[src/rtl/clken_scheduler.sv]
// CPU and sound clock-enable scheduler for the clk_sys domain.
// Runtime-loadable divisors, pause/ack handshake and single-step of one CPU period.
module clken_scheduler #(
  parameter int DIV_W   = 8,
  parameter int CPU_DIV = 10,
  parameter int SND_DIV = 56
) (
  input  logic             clk_sys,
  input  logic             reset_n,
  input  logic [DIV_W-1:0] cpu_div,
  input  logic [DIV_W-1:0] snd_div,
  input  logic             div_load,
  input  logic             pause_req,
  output logic             pause_ack,
  input  logic             step,
  input  logic             snd_mute_on_pause,
  output logic             cpu_ce,
  output logic             snd_ce
);

  typedef enum logic [1:0] {
    ST_RUN,
    ST_DRAIN,
    ST_PAUSED,
    ST_STEP
  } state_t;

  state_t state, state_next;

  logic [DIV_W-1:0] cpu_cnt, snd_cnt;
  logic [DIV_W-1:0] cpu_div_act, snd_div_act;
  logic [DIV_W-1:0] cpu_div_shd, snd_div_shd;
  logic             cpu_pend, snd_pend;
  logic             cpu_run, cpu_term;
  logic             snd_freeze, snd_term;

  // A divisor below 2 would make ce high on consecutive cycles.
  function automatic logic [DIV_W-1:0] clamp_div(input logic [DIV_W-1:0] d);
    return (d < DIV_W'(2)) ? DIV_W'(2) : d;
  endfunction

  always_comb begin
    cpu_run    = (state != ST_PAUSED);
    cpu_term   = cpu_run && (cpu_cnt == cpu_div_act - DIV_W'(1));
    snd_freeze = snd_mute_on_pause && ((state == ST_PAUSED) || (state == ST_STEP));
    snd_term   = !snd_freeze && (snd_cnt == snd_div_act - DIV_W'(1));
  end

  // NOTE: next-state defaults to the current state first, so no path leaves it unassigned (no latch).
  always_comb begin
    state_next = state;
    unique case (state)
      ST_RUN:    if (pause_req) state_next = ST_DRAIN;
      ST_DRAIN:  if (!pause_req) state_next = ST_RUN;
                 else if (cpu_term) state_next = ST_PAUSED;
      ST_PAUSED: if (!pause_req) state_next = ST_RUN;
                 else if (step) state_next = ST_STEP;
      ST_STEP:   if (cpu_term) state_next = pause_req ? ST_PAUSED : ST_RUN;
      default:   state_next = ST_RUN;
    endcase
  end

  // NOTE: state registers use non-blocking assignments so every flop samples pre-edge values.
  always_ff @(posedge clk_sys or negedge reset_n) begin
    if (!reset_n) begin
      state     <= ST_RUN;
      pause_ack <= 1'b0;
    end else begin
      state     <= state_next;
      pause_ack <= (state == ST_PAUSED);
    end
  end

  // NOTE: every register here, shadows included, has an async reset value; none are left uninitialised.
  always_ff @(posedge clk_sys or negedge reset_n) begin
    if (!reset_n) begin
      cpu_cnt     <= '0;
      cpu_ce      <= 1'b0;
      cpu_div_act <= DIV_W'(CPU_DIV);
      cpu_div_shd <= '0;
      cpu_pend    <= 1'b0;
    end else begin
      if (div_load) begin
        cpu_div_shd <= clamp_div(cpu_div);
        cpu_pend    <= 1'b1;
      end else if (cpu_term) begin
        cpu_pend    <= 1'b0;
      end
      if (cpu_term) begin
        cpu_cnt <= '0;
        cpu_ce  <= 1'b1;
        if (cpu_pend) cpu_div_act <= cpu_div_shd;
      end else begin
        cpu_ce  <= 1'b0;
        cpu_cnt <= cpu_run ? cpu_cnt + DIV_W'(1) : '0;
      end
    end
  end

  // Sound counter holds its value (not cleared) while muted during pause/step.
  always_ff @(posedge clk_sys or negedge reset_n) begin
    if (!reset_n) begin
      snd_cnt     <= '0;
      snd_ce      <= 1'b0;
      snd_div_act <= DIV_W'(SND_DIV);
      snd_div_shd <= '0;
      snd_pend    <= 1'b0;
    end else begin
      if (div_load) begin
        snd_div_shd <= clamp_div(snd_div);
        snd_pend    <= 1'b1;
      end else if (snd_term) begin
        snd_pend    <= 1'b0;
      end
      if (snd_term) begin
        snd_cnt <= '0;
        snd_ce  <= 1'b1;
        if (snd_pend) snd_div_act <= snd_div_shd;
      end else begin
        snd_ce  <= 1'b0;
        if (!snd_freeze) snd_cnt <= snd_cnt + DIV_W'(1);
      end
    end
  end

endmodule
[config.mk]
export PLATFORM = sky130hd
export DESIGN_NAME = clken_scheduler
export DESIGN_NICKNAME = d
export VERILOG_FILES = /design/src/rtl/clken_scheduler.sv
export SDC_FILE = /design/constraint.sdc
export NUM_CORES = 1
export LEC_CHECK = 0
export BUFFER_PORTS_ARGS = -buffer_cell sky130_fd_sc_hd__buf_2
export CAP_MARGIN = 20
export CORE_ASPECT_RATIO = 1.5
export CORE_MARGIN = 2
export CORE_UTILIZATION = 35
export DETAILED_ROUTE_END_ITERATION = 6
export PLACE_DENSITY = 0.62
export SYNTH_ARGS = -nofsm -noshare
export SYNTH_HDL_FRONTEND = slang
export SYNTH_SLANG_ARGS = --single-unit
[constraint.sdc]
create_clock -name clk_sys -period 5.2 [get_ports clk_sys]
set_input_delay 0.52 -clock clk_sys [delete_from_list [all_inputs] [get_ports clk_sys]]
set_output_delay 0.52 -clock clk_sys [all_outputs]
set_load 0.03 [all_outputs]
; After elaboration in Yosys (flattened, before gate mapping)
; Cells that the tools add are included.
[word_totals]
output_inout_bits = 3
inputBits = 22
reg_bits = 55
word_cells = 60
[op_classes]
add_sub_neg = 4
reduce_logical = 11
n_mux = 20
order_cmp = 2
eq_ne = 11
[op_table]
columns = cell, n
row1 = $mux 8, 6
row2 = $add 8x1->8 const B, 2
row3 = $eq 8x8->1, 2
row4 = $lt 8x2->1 const B, 2
row5 = $sub 8x1->8 const B, 2
row6 = $mux 2, 7
row7 = $pmux 2 s4, 1
row8 = $mux 1, 6
row9 = $ne 2x2->1 const B, 3
row10 = $ne 3x3->1 const B, 2
row11 = $eq 2x2->1 const B, 2
row12 = $reduce_and 2->1, 2
row13 = $reduce_and 4->1, 1
row14 = $reduce_bool 2->1, 2
row15 = $logic_and 1x1->1, 3
row16 = $eq 2x1->1 const B, 1
row17 = $logic_not 2->1, 1
row18 = $ne 2x1->1 const B, 1
row19 = $logic_not 1->1, 1
row20 = $logic_or 1x1->1, 1

; Depth between registers and ports, before layout
[depth]
depth_word = 7
mapped_depth = 9
ltp_nobuf = 8

; Worst setup path before layout
; OpenSTA, ideal clock, no wires.
[synth_path]
kind = reg2reg
start = reg cpu_div_act[0]
end = reg cpu_div_act[2]
path_slack_ns = 2.822
synth_period_minus_slack_ns = 2.378
stages_incl_launch_ff = 9
setup_time_ns = 0.128
t_arrival_ns = 2.251
t_required_ns = 5.072
n_path_buf = 0
cell_sequence = dfrtp_1 > inv_1 > ha_1 > or3b_1 > nor4_1 > o2111ai_1 > a311oi_4 > nand3_4 > mux2_1
[synth_via]
elab_chain_len = 4
[synth_rtl]
columns = item, line_no
row1 = from (decl), 31  ; logic [DIV_W-1:0] cpu_div_act, snd_div_act;
row2 = from (signal assigned), 79  ; cpu_div_act <= DIV_W'(CPU_DIV);
row3 = from (signal assigned), 92  ; if (cpu_pend) cpu_div_act <= cpu_div_shd;
row4 = $sub 8x1->8, 44  ; cpu_term = cpu_run && (cpu_cnt == cpu_div_act - DIV_W'(1));
row5 = $eq 8x8->1, 44
row6 = $logic_and 1x1->1, 44
row7 = $reduce_and 2->1 (no source line), --
; Every way passes these cells.
; A chain may end at the register's enable or synchronous reset.

; Worst setup path in the final report
[layout_path]
start = reg cpu_div_act[0]
end = reg cpu_div_act[4]
; Same word-level chain as after synthesis.

==> results.toml <==
[layout]
diodes = 0
final_cell_count_no_fill = 368
area_delta_synth_final_pct = 14.6
multiInputGateArea_um2 = 1290
regArea_um2 = 1380
fill_cells = 764
fin_util = 0.415
layout.nets = 291
final_layout_size_suffix_gt1_frac = 0.248

[power_and_ir_drop]
leakage_nw = 1.46
powerDensity_nw_per_um2 = 397
ir_drop_mv = 0.204

[global_routing]
grt_use_total = 0.137
antenna_found_initial = 0
grt_overflow = 0
grt_pass1_wl_um = 9430
grt_max_degree = 56
grt_pass1_vias = 1954

[synth]
avgSynthCellArea_um2 = 11.7
synth_top_family_by_area = "simple AND/OR/NAND/NOR gates"
yosys_warnings = 0
yosysSeqAreaShare = 0.502
synth_compound_area_frac = 0.0840
synthAdderAreaFrac = 0.0182
synth_edf_count = 0
synth_xor_area_frac = 0.0954
synthMuxAreaShare = 0.123
yosysTopAreaCell = "dfrtp_1"
synth_top_area_share = 0.454
synth_simple_gate_area_frac = 0.149
synth_cell_types = 49
postSynthCellCount = 236
synth_ff_type = "dfrtp_1"
synth_nets = 262
synth_area_um2 = 2760
synth.ff_latch_count = 55
netlist_top_cells_area = "dfrtp_1 (45%), mux2_2 (4.9%), dfstp_2 (4.8%)"
ys_async_sr_fraction = 1.00

[sta]
finalSetupViolCount = 0
max_slew_margin = 0.466
fin_hold_ws_ns = 0.335
setup_slack_ns = 2.61
min_period_ns = 2.59
finalHoldViolCount = 0
grt_setup_unrepaired = "no"
tightest_slew_ns = 0.794
slew_violations = 0
max_freq_ghz = 0.386
fin_worst_skew_ns = 0.00832
setup_tns_ns = 0
fin_crit_sh = 0.498

[drt]
ant_nets = 0
vias = 1818
detail_route.wl_per_cell_um = 14.4
wirelength_um = 5290
drc = 0
viasPerCell = 4.94
first_pass_iters = 4
drt_iter0_drc = 56

[place]
pre_cts_ws_ns = 2.59
post-place-cells = 360
routabilityCongestion = 0.843
port_buffers = 24
dp_hpwl_um = 3980

[setup_path]
required_ns = 5.38
critPathKind = "flip-flop to flip-flop"
cp-start-kind = "flip-flop"
r2r_start = "cpu_div_act[0]"
critPathMaxFanout = 8
crit_start = "cpu_div_act[0]"
worst_setup_path_end_kind = "flip-flop"
arrival_ns = 2.76
reg2regPathDepth = 8
rrSetupSlack_ns = 2.61

[die]
fp.dieW_um = 76.4
initial_core_util = 0.362
die_h_um = 113
dieArea_um2 = 8610
io_pins = 25
core_um2 = 7610
rows = 39

[min_path]
hold_path_class = "primary input to asynchronous set/reset pin"

[clock_tree]
clock-sinks = 55
clkLatencyLatePin_ns = 0.29
post_cts_resized = 0
clk_pin_slew_ns = 0.07
cts_buffers = 5
cts_tree = "built"
cts_buffer_depth = 2
holdBufCountCts = 0
htree_levels = 2
postCtsSetupBuffers = 0
cts-root-buf = "clkbuf_16"

[job]
maxCapViolCount = 0

[status]
outcome = "finished, final reports clean"
cell usage after synthesis (2+ instances only):
cell type	instances
nand4_1	4
o31ai_1	2
nand3_1	5
xnor2_1	15
nand2b_1	5
dfrtp_1	50
o41ai_1	2
mux2_2	12
clkbuf_1	3
dfstp_2	5
nand2_1	12
nor3_1	6
o21ai_1	2
or4_1	3
o22ai_1	2
nor2_1	20
a21o_1	3
ha_1	4
xor2_1	15
nor4_2	2
nor4_4	2
o211ai_1	2
mux2_1	7
mux2_4	7
and3_1	3
inv_1	18
o22a_1	2
mux2i_1	2
critical path: stages (launching register included):
cell,delay [ns]
dfrtp_1,0.42
inv_1,0.09
ha_1,0.18
or3b_1,0.40
nor4_1,0.21
o2111ai_1,0.19
a311oi_4,0.44
nand3_4,0.19
mux2_1,0.35
flip-flops by register name, indices dropped and copies added, names as in the netlist:
register and cells:
snd_div_act 8, snd_ce 1, cpu_pend 1, cpu_ce 1, snd_cnt 8, snd_pend 1, pause_ack 1, cpu_cnt 8
cpu_div_shd 8, snd_div_shd 8, cpu_div_act 8, state 2
cell families (layout without fill, tap and decap cells):
group           count (synthesis)  in the layout
compound gates                 28             28
xor+xnor                       30             30
fa+ha+maj                       4              4
buf+inv                        21             51
flops                          55             55
mux                            28             28
simple gates                   70             70
cell usage in the layout (no fill, tap or decap), types with 2 or more instances in the layout:
master,n
ha_1,4
dfstp_2,5
mux2i_1,2
mux2_2,12
and3_1,3
dfrtp_1,50
nand4_1,4
nand3_1,5
nor4_2,2
mux2_1,7
o22a_1,2
nand2b_1,5
o211ai_1,2
xor2_1,15
clkbuf_16,5
nand2_1,12
nor3_1,6
buf_2,24
o21ai_1,2
xnor2_1,15
o41ai_1,2
or4_1,3
o22ai_1,2
mux2_4,7
o31ai_1,2
nor4_4,2
inv_1,18
a21o_1,3
nor2_1,20
final timing paths:
path                                        to
worst min-delay path                cpu_cnt[6]
max in group asynchronous           snd_cnt[6]
worst min register to register  cpu_div_act[3]
worst max-delay path            cpu_div_act[4]
worst max register to register  cpu_div_act[4]
min in group clk_sys            snd_div_shd[1]
cell type report:
class / count / area share
Sequential cell: 55 / 0.438
Multi-Input combinational cell: 160 / 0.410
Clock buffer: 6 / 0.0440
Timing Repair Buffer: 25 / 0.0404
Tap cell: 102 / 0.0404
Inverter: 18 / 0.0214
Clock inverter: 2 / 0.00634
report_power, final:
part,total (W),switching [W],internal [W],leakage (nW)
registers,0.000586,0.0000849,0.000501,0.662
logic,0.000314,0.000157,0.000157,0.717
clock network,0.000353,0.000157,0.000196,0.0790
metrics by stage:
step	instance area [um^2]	power, W
floorplan	2760	0.000828
global placement	3000	0.000900
detailed placement	3000	0.000911
CTS	3160	0.00127
global route	3160	0.00133
finish	3160	0.00125
layer usage:
layer,GRT usage,wire length [um]
met2,0.253,2920
met3,0.0257,137
met4,0.0655,171
met5,0,0
met1,0.151,2060
(Power assumes the default switching activity.)
